[src/rtl/spsram_fifo_ctrl.sv]
// FIFO controller that uses a single-port SRAM as storage, sharing the port
// between stream writes and prefetch reads into a 2-entry output buffer.
module spsram_fifo_ctrl #(
  parameter int unsigned BW_DATA = 32,
  parameter int unsigned BW_ADDR = 5
) (
  input  logic                 i_clk,
  input  logic                 i_rstn,
  input  logic [BW_DATA-1:0]   i_in_data,
  input  logic                 i_in_valid,
  output logic                 o_in_ready,
  output logic [BW_DATA-1:0]   o_out_data,
  input  logic                 i_out_ready,
  output logic                 o_out_valid,
  output logic [BW_ADDR+1:0]   o_count,
  output logic                 o_full,
  output logic                 o_empty,
  output logic [BW_DATA-1:0]   o_sram_data,
  output logic [BW_ADDR-1:0]   o_sram_addr,
  output logic                 o_sram_cen,
  output logic                 o_sram_wen,
  output logic                 o_sram_oen,
  input  logic [BW_DATA-1:0]   i_sram_data
);

  localparam int unsigned PW    = BW_ADDR + 1;
  localparam int unsigned CW    = BW_ADDR + 2;
  localparam int unsigned DEPTH = 2 ** BW_ADDR;

  typedef enum logic {
    TOK_RD = 1'b0,
    TOK_WR = 1'b1
  } token_e;

  logic [PW-1:0]      wr_ptr;
  logic [PW-1:0]      rd_ptr;
  logic [PW-1:0]      mem_cnt;
  logic               inflight;
  logic [1:0]         obuf_cnt;
  logic [BW_DATA-1:0] obuf0;
  logic [BW_DATA-1:0] obuf1;
  token_e             token;

  logic [1:0] occ;
  logic [1:0] wsel;
  logic       rd_req;
  logic       wr_fire;
  logic       rd_grant;
  logic       push;
  logic       pop;

  // Arbitration: a pending read with the token blocks the write stream
  always_comb begin
    mem_cnt     = wr_ptr - rd_ptr;
    o_full      = (mem_cnt == PW'(DEPTH));
    occ         = obuf_cnt + 2'(inflight);
    rd_req      = (mem_cnt != '0) && (occ < 2'd2);
    o_in_ready  = i_rstn && !o_full && !(rd_req && (token == TOK_RD));
    wr_fire     = i_in_valid && o_in_ready;
    rd_grant    = rd_req && !wr_fire;
    push        = inflight;
    o_out_valid = (obuf_cnt != 2'd0);
    pop         = o_out_valid && i_out_ready;
    wsel        = obuf_cnt - 2'(pop);
    o_out_data  = obuf0;
    o_count     = CW'(mem_cnt) + CW'(inflight) + CW'(obuf_cnt);
    o_empty     = (o_count == '0);
    o_sram_cen  = wr_fire || rd_grant;
    o_sram_wen  = wr_fire;
    o_sram_addr = wr_fire ? wr_ptr[BW_ADDR-1:0] : rd_ptr[BW_ADDR-1:0];
    o_sram_data = i_in_data;
    o_sram_oen  = rd_grant || inflight;
  end

  // Pointers, read-return tracking and port token
  always_ff @(posedge i_clk or negedge i_rstn) begin
    if (!i_rstn) begin
      wr_ptr   <= '0;
      rd_ptr   <= '0;
      inflight <= 1'b0;
      token    <= TOK_RD;
    end else begin
      if (wr_fire) wr_ptr <= wr_ptr + PW'(1);
      if (rd_grant) rd_ptr <= rd_ptr + PW'(1);
      inflight <= rd_grant;
      if (rd_grant) begin
        token <= TOK_WR;
      end else if (wr_fire && rd_req) begin
        token <= TOK_RD;
      end
    end
  end

  // Output buffer: head in obuf0, returning word lands behind any survivor
  always_ff @(posedge i_clk or negedge i_rstn) begin
    if (!i_rstn) begin
      obuf0    <= '0;
      obuf1    <= '0;
      obuf_cnt <= 2'd0;
    end else begin
      if (pop) obuf0 <= obuf1;
      if (push) begin
        if (wsel == 2'd0) obuf0 <= i_sram_data;
        else              obuf1 <= i_sram_data;
      end
      obuf_cnt <= obuf_cnt + 2'(push) - 2'(pop);
    end
  end

endmodule

[config.mk]
export PLATFORM = sky130hd
export DESIGN_NAME = spsram_fifo_ctrl
export DESIGN_NICKNAME = d
export VERILOG_FILES = /design/src/rtl/spsram_fifo_ctrl.sv
export SDC_FILE = /design/constraint.sdc
export NUM_CORES = 1
export LEC_CHECK = 0
export ABC_CLOCK_PERIOD_IN_PS = 4700
export BUFFER_PORTS_ARGS = -buffer_cell sky130_fd_sc_hd__buf_2
export CAP_MARGIN = 20
export CORE_MARGIN = 2
export CORE_UTILIZATION = 35
export CTS_CLUSTER_DIAMETER = 100
export DETAILED_ROUTE_END_ITERATION = 12
export HOLD_SLACK_MARGIN = 0.1
export PLACE_DENSITY = 0.64
export SLEW_MARGIN = 40
export SYNTH_ARGS = -nofsm -noshare
export SYNTH_HDL_FRONTEND = slang
export SYNTH_SLANG_ARGS = --single-unit
[constraint.sdc]
create_clock -name i_clk -period 4.7 [get_ports i_clk]
set_input_delay 0.47 -clock i_clk [delete_from_list [all_inputs] [get_ports i_clk]]
set_output_delay 0.47 -clock i_clk [all_outputs]
set_load 0.02 [all_outputs]
==> results.json, run 1 <==
{
  "outcome": "finished, final reports clean",
  "htreeDepth": 3,
  "r2r_end": "rd_ptr[1]",
  "synth_area_mm2": 0.00423,
  "insertion_delay_ns": 0.34,
  "avgSynthCellArea_um2": 11.2,
  "die_area_mm2": 0.0130,
  "finalWorstSetupSlack_ns": 0.863,
  "antenna_found_initial": 0,
  "grt_pass1_wl_um": 14800,
  "ant_nets": 0,
  "cts_tree": "done",
  "hp-start": "i_sram_data[13]",
  "syn-instance-count": 377,
  "fin_tns_setup_ns": 0,
  "start_kind": "register",
  "crit_fanout": 8,
  "synth-main-ff-cell": "dfrtp_1",
  "leakagePower_nw": 2.37,
  "place_ws_ns": 1.26,
  "rrSetupSlack_ns": 1.68,
  "critPathRequiredTime_ns": 4.23,
  "clock_sinks": 80,
  "io_pins": 151,
  "worstSetupEndpointType": "output pin",
  "ff2ff_path_depth": 10,
  "vias": 2839,
  "hold_path.class": "input port to register",
  "skew_ns": 0.00760,
  "setup_viol": 0,
  "post_synth_num_cell_types": 45,
  "grt-ovfl-total": 0,
  "grt_setup_unrepaired": "false",
  "hold_buffers": 1,
  "gp_congestion": 0.929,
  "reg2reg_from": "wr_ptr[0]",
  "die_h_um": 114,
  "power_density_mw_per_mm2": 938,
  "hold_depth": 3,
  "synth_edf_count": 0,
  "hold_end": "o_out_data[13]",
  "grt_use_total_pct": 14.7,
  "start_util_pct": 35.5,
  "seq_area_frac_synth_pct": 47.3,
  "critPathSlowestCell": "dfrtp_1",
  "fp.dieW_um": 114,
  "root_buffer": "clkbuf_16",
  "dp_hpwl_um": 6220,
  "drtIter0Drc": 171,
  "worst_path_most_repeated_cell": "inv_1",
  "slew_headroom_pct": 52.2,
  "seqCellArea_mm2": 0.00200,
  "slowest_delay_ns": 0.45,
  "layout_commonest_cell": "buf_2",
  "cts_resized": 0,
  "async_flop_share_pct": 100,
  "cp.depth": 11,
  "cts_setup_buffers": 0,
  "finalWirelength_um": 8960,
  "drc": 0,
  "worstMarginPinSlew_ns": 0.717,
  "finalCriticalPeriod_ns": 3.84,
  "critical_path_class": "register to output pin",
  "clock_path_buffers": 2,
  "synth-seq-cells": 80,
  "firstDrtPassIters": 4,
  "report.final.slew_viol_count": 0,
  "drive_gt1_share_pct": 36.1,
  "path_delay_family": "adder cells",
  "port_buffers": 86,
  "core_mm2": 0.0119,
  "hold_viol_final": 0,
  "grt_max_degree": 77,
  "fin_crit_sh_pct": 81.6,
  "worstPathArrival_ns": 3.37,
  "ir_drop_uv": 616,
  "multiInputGateArea_mm2": 0.00189,
  "syn_nets": 458,
  "cts_buffers": 9,
  "post-route-util_pct": 41.1,
  "critPathBufInv": 3,
  "first_global_vias": 3090,
  "yosysWarnings": 0,
  "core.rowCount": 40,
  "fmax_mhz": 261,
  "antenna_cells": 0,
  "fillers": 1186,
  "syn_to_final_growth_pct": 15.7,
  "clk_pin_slew_ns": 0.06,
  "viasPerCell": 4.85,
  "final_cell_mix": "buf_2 (85), dfrtp_1 (80), mux2_2 (39), nand2_1 (38), o21ai_0 (35)",
  "maxCapViolations": 0,
  "final_nets": 515,
  "wl_per_cell_um": 15.3,
  "crit_chain": "inv_1 > ha_1 > inv_1 > fa_1 > xnor2_1 > and3_1 > mux2i_1 > o211ai_2 > nand3_2 > mux2_2 > buf_2"
}
[synthesized netlist by cell type (2+ instances only)]
master	number	area, um^2
a21o_1	2	15.0
and3_1	5	31.3
buf_2	3	15.0
buf_4	32	240
clkbuf_1	9	33.8
dfrtp_1	80	2000
fa_1	3	60.1
ha_1	10	125
inv_1	19	71.3
mux2_2	39	439
mux2i_1	33	330
nand2_1	39	146
nand3_1	7	35.0
nand4_1	2	12.5
nor2_1	4	15.0
nor2b_1	3	18.8
nor3_1	5	25.0
nor3b_1	2	15.0
o211ai_2	2	25.0
o21ai_0	35	175
xnor2_1	11	96.3
xor2_1	9	78.8
[routing by layer]
layer / vias to the layer above / routed length, um / global-route usage, %
met5: - / 0 / 0
met3: 22 / 702 / 6.54
li1: 1362 / - / -
met4: 0 / 222 / 6.34
met1: 1375 / 3820 / 17.2
met2: 80 / 4220 / 23.3
[cell families after synthesis]
group	synth area share, %
and+or+nand+nor	9.02
DFF	47.3
buffers and inverters	8.52
AOI/OAI and AO/OA	7.66
muxes	18.6
adders and majority gates	4.38
xor gates and xnor gates	4.53
[worst register-to-register path, stage by stage (launching register included)]
cell	delay, ns
dfrtp_1	0.45
inv_1	0.10
ha_1	0.16
inv_1	0.05
fa_1	0.39
xnor2_1	0.36
and3_1	0.27
mux2i_1	0.16
o41ai_4	0.48
nor2_2	0.16
mux2_4	0.32
[where the power goes]
group          leakage (nW)  switching, W  internal (W)  total (W)
Sequential            0.950      0.000238       0.00105    0.00129
Combinational          1.28       0.00160       0.00106    0.00266
Clock                 0.134      0.000264      0.000381   0.000645
Total                  2.37       0.00210       0.00249    0.00459
[sequential cells by signal, summed over array words and instances (netlist names)]
register and cells:
inflight 1, obuf1 32, rd_ptr 6, o_out_data 32, wr_ptr 6, token 1
obuf_cnt 2
[worst max path at each step]
stage / from / end / slack, ns
6_report: wr_ptr[0] / o_sram_addr[2] / 0.86
5_1_grt: wr_ptr[0] / o_sram_addr[4] / 0.64
4_1_cts: wr_ptr[0] / o_sram_addr[4] / 0.87
3_5_place_dp: wr_ptr[0] / o_sram_addr[4] / 1.26
3_3_place_gp: wr_ptr[0] / o_sram_addr[0] / 1.39
2_1_floorplan: wr_ptr[0] / o_sram_addr[0] / 1.67
[through the flow]
| step | instance area [um^2] | cells | power (W) | hold slack [ns] |
|---|---|---|---|---|
| global placement | 4600 | 569 | 0.00389 | 0.282 |
| floorplan | 4230 | 377 | 0.00324 | 0.174 |
| CTS | 4890 | 585 | 0.00464 | 0.330 |
| finish | 4890 | 585 | 0.00459 | 0.345 |
| detailed placement | 4610 | 569 | 0.00396 | 0.285 |
| global route | 4890 | 585 | 0.00494 | 0.348 |
[layout make-up]
class | count | share of cell area, %
Clock buffer | 12 | 5.24
Clock inverter | 3 | 0.358
Inverter | 19 | 1.46
Multi-Input combinational cell | 234 | 38.7
Sequential cell | 80 | 40.9
Tap cell | 147 | 3.76
Timing Repair Buffer | 90 | 9.59
(Power assumes the default switching activity.)
==> run 2, diff against run 1 <==
Settings changed: ABC_AREA from default to 1, ABC_CLOCK_PERIOD_IN_PS 4700 to 3340, PLACE_DENSITY 0.64 to 0.66.
Clock period 4.7 ns to 3.34 ns, I/O delays scaled along.
==> run 2 against run 1 <==
  * Global-route usage up 0.47 points
  * First-iteration DRC count down 31%
  * Combinational power up 38%
  * Count of clock-buffer cells in the layout down 2
  * Largest cell class unchanged
==> results.json, run 2 <==
{
  "outcome": "finished, final reports clean",
  "multiInputGateArea_mm2": 0.00180,
  "critPathRequiredTime_ns": 3.01,
  "post_synth_num_cell_types": 30,
  "grt_pass1_wl_um": 15600,
  "die_area_mm2": 0.0131,
  "ant_nets": 0,
  "fillers": 1163,
  "first_global_vias": 3259,
  "seqCellArea_mm2": 0.00200,
  "antenna_cells": 0,
  "finalWirelength_um": 9900,
  "synth-main-ff-cell": "dfrtp_1",
  "startpoint": "wr_ptr[0]",
  "worstSetupEndpointType": "output pin",
  "crit_chain": "inv_2 > ha_1 > inv_2 > fa_1 > inv_2 > nand2_1 > a21oi_2 > nand3_1 > nor2_2 > nand2_2 > nand3_4 > nand3_4 > buf_12 > nand2_1 > o21ai_2 > buf_2",
  "final_nets": 627,
  "layout_commonest_cell": "nand2_1",
  "stdcell_count": 698,
  "grt_use_total_pct": 15.1,
  "drc": 0,
  "reg2reg_from": "wr_ptr[0]",
  "wl_per_cell_um": 14.2,
  "hold_viol_final": 0,
  "yosysTopAreaCell": "dfrtp_1",
  "fp.dieW_um": 115,
  "finalWorstSetupSlack_ns": 0.107,
  "dpl.cell_count": 674,
  "grt_max_degree": 81,
  "setup_viol": 0,
  "yosysTopAreaCellShare_pct": 46.8,
  "drive_gt1_share_pct": 29.9,
  "power_density_mw_per_mm2": 1300,
  "leakagePower_nw": 2.59,
  "worst_path_most_repeated_cell": "inv_2",
  "synth_xor_area_share_pct": 2.25,
  "synth_area_mm2": 0.00427,
  "synth_top_family_by_area": "simple AND/OR/NAND/NOR gates",
  "viasPerCell": 4.91,
  "critical_path_class": "register to output pin",
  "p_seq_share_pct": 27.0,
  "core.rowCount": 40,
  "critPathBufInv": 5,
  "io_pins": 151,
  "synth-seq-cells": 80,
  "yosys.area_share.adder_pct": 4.33,
  "p_switching_w": 0.00302,
  "yosysMostFrequentCell": "nand2_1",
  "syn_nets": 569,
  "insertion_delay_ns": 0.34,
  "slew_headroom_pct": 48.6,
  "synthTopCellsByArea": "dfrtp_1 (47%), nand2_1 (11%), mux2_2 (6.9%)",
  "drtIter0Drc": 118,
  "async_flop_share_pct": 100,
  "fmax_mhz": 309,
  "core_mm2": 0.0120,
  "clockPowerShare_pct": 17.4,
  "critPathSlowestCell": "fa_1",
  "ir_drop_uv": 560,
  "crit_fanout": 8,
  "seq_area_frac_synth_pct": 46.8,
  "syn_to_final_growth_pct": 18.5,
  "hold_buffers": 0,
  "vias": 3426,
  "clock_sinks": 80,
  "synth-simple-area-share_pct": 19.5,
  "hold_path.class": "input port to asynchronous set/reset pin",
  "antenna_found_initial": 0,
  "combPwrFrac_pct": 55.6,
  "synth_edf_count": 0,
  "die_h_um": 115,
  "gp_congestion": 0.835,
  "cts_buffers": 9,
  "synthTopCellsByCount": "nand2_1 (129), dfrtp_1 (80), inv_1 (45)",
  "p_int_w": 0.00358,
  "yosys-mux-area-fraction_pct": 6.85,
  "synth_compound_gate_area_share_pct": 8.46,
  "port_buffers": 86,
  "root_buffer": "clkbuf_16",
  "slowest_delay_ns": 0.46,
  "finalCriticalPeriod_ns": 3.23,
  "clk_pin_slew_ns": 0.06,
  "skew_ns": 0.00635,
  "maxCapViolations": 0,
  "switching_share_pct": 45.7,
  "dp_hpwl_um": 6670,
  "worstMarginPinSlew_ns": 0.770,
  "start_util_pct": 35.7,
  "firstDrtPassIters": 4,
  "place_ws_ns": 0.279,
  "report.final.slew_viol_count": 0,
  "fin_crit_sh_pct": 96.8,
  "avgSynthCellArea_um2": 8.76,
  "syn-instance-count": 488,
  "worstPathArrival_ns": 2.90,
  "clock_path_buffers": 2,
  "final_cell_mix": "nand2_1 (127), buf_2 (85), dfrtp_1 (79), inv_1 (42), nor2_1 (42)",
  "cts_tree": "done",
  "path_delay_family": "simple AND/OR/NAND/NOR gates",
  "start_kind": "register",
  "htreeDepth": 3,
  "grt-ovfl-total": 0,
  "yosysWarnings": 0
}
## run 2: path summary, 6_finish.rpt
kind                       depth (start not counted)  slack, ns              to
max in group asynchronous                          2       2.66       obuf1[29]
min                                                2       0.10       wr_ptr[2]
min reg2reg                                        2       0.49       obuf1[19]
min in group i_clk                                 2       0.24       obuf1[14]
max reg2reg                                       15       0.66       wr_ptr[2]
max                                               16       0.11  o_sram_addr[4]
## run 2: repair_timing
item | in CTS | in global routing
pin swaps | 0 | 7
buffers inserted | 0 | 6
cloned | 1 | 0
setup endpoints to repair | 6 | 9
endpoints found under the hold margin | 0 | 0
gates resized for setup | 0 | 7
## run 2: metal layers
| layer | part of all wire [%] | routed length (um) | up-vias | track usage (%) |
|---|---|---|---|---|
| met5 | 0 | 0 | - | 0 |
| met4 | 2.1 | 209 | 0 | 7.80 |
| met3 | 6.1 | 605 | 19 | 4.08 |
| met2 | 46 | 4560 | 107 | 23.4 |
| met1 | 46 | 4520 | 1636 | 19.4 |
| li1 | - | - | 1664 | - |
## run 2: per-stage QoR
step | area (um^2) | util (%) | setup TNS [ns] | hold slack (ns) | power, W
2_1_floorplan | 4270 | - | 0 | 0.0384 | 0.00439
3_3_place_gp | 4590 | 38.4 | 0 | 0.467 | 0.00519
3_5_place_dp | 4600 | 38.5 | 0 | 0.476 | 0.00532
4_1_cts | 4960 | 41.5 | 0 | 0.178 | 0.00650
5_1_grt | 5060 | 42.3 | -0.0805 | 0.219 | 0.00716
6_report | 5060 | 42.3 | 0 | 0.105 | 0.00660
## run 2: logic make-up after synthesis
family,Yosys count
compound gates,59
xor+xnor,11
fa+ha+maj,13
buf+inv,97
flops,80
mux,26
simple gates,202
## run 2: power groups by stage
stage	Combinational, W	Clock, W	Sequential (W)
floorplan	0.00241	0	0.00198
global placement	0.00343	0	0.00177
detailed placement	0.00353	0	0.00179
CTS	0.00354	0.00118	0.00178
global route	0.00409	0.00122	0.00185
finish	0.00367	0.00115	0.00179
## run 2: final cells by class
type | instances | share of cell area (%)
Clock inverter | 6 | 2.25
Timing Repair Buffer | 97 | 10.9
Sequential cell | 80 | 39.6
Inverter | 46 | 3.41
Clock buffer | 10 | 4.72
Multi-Input combinational cell | 312 | 35.5
Tap cell | 147 | 3.63
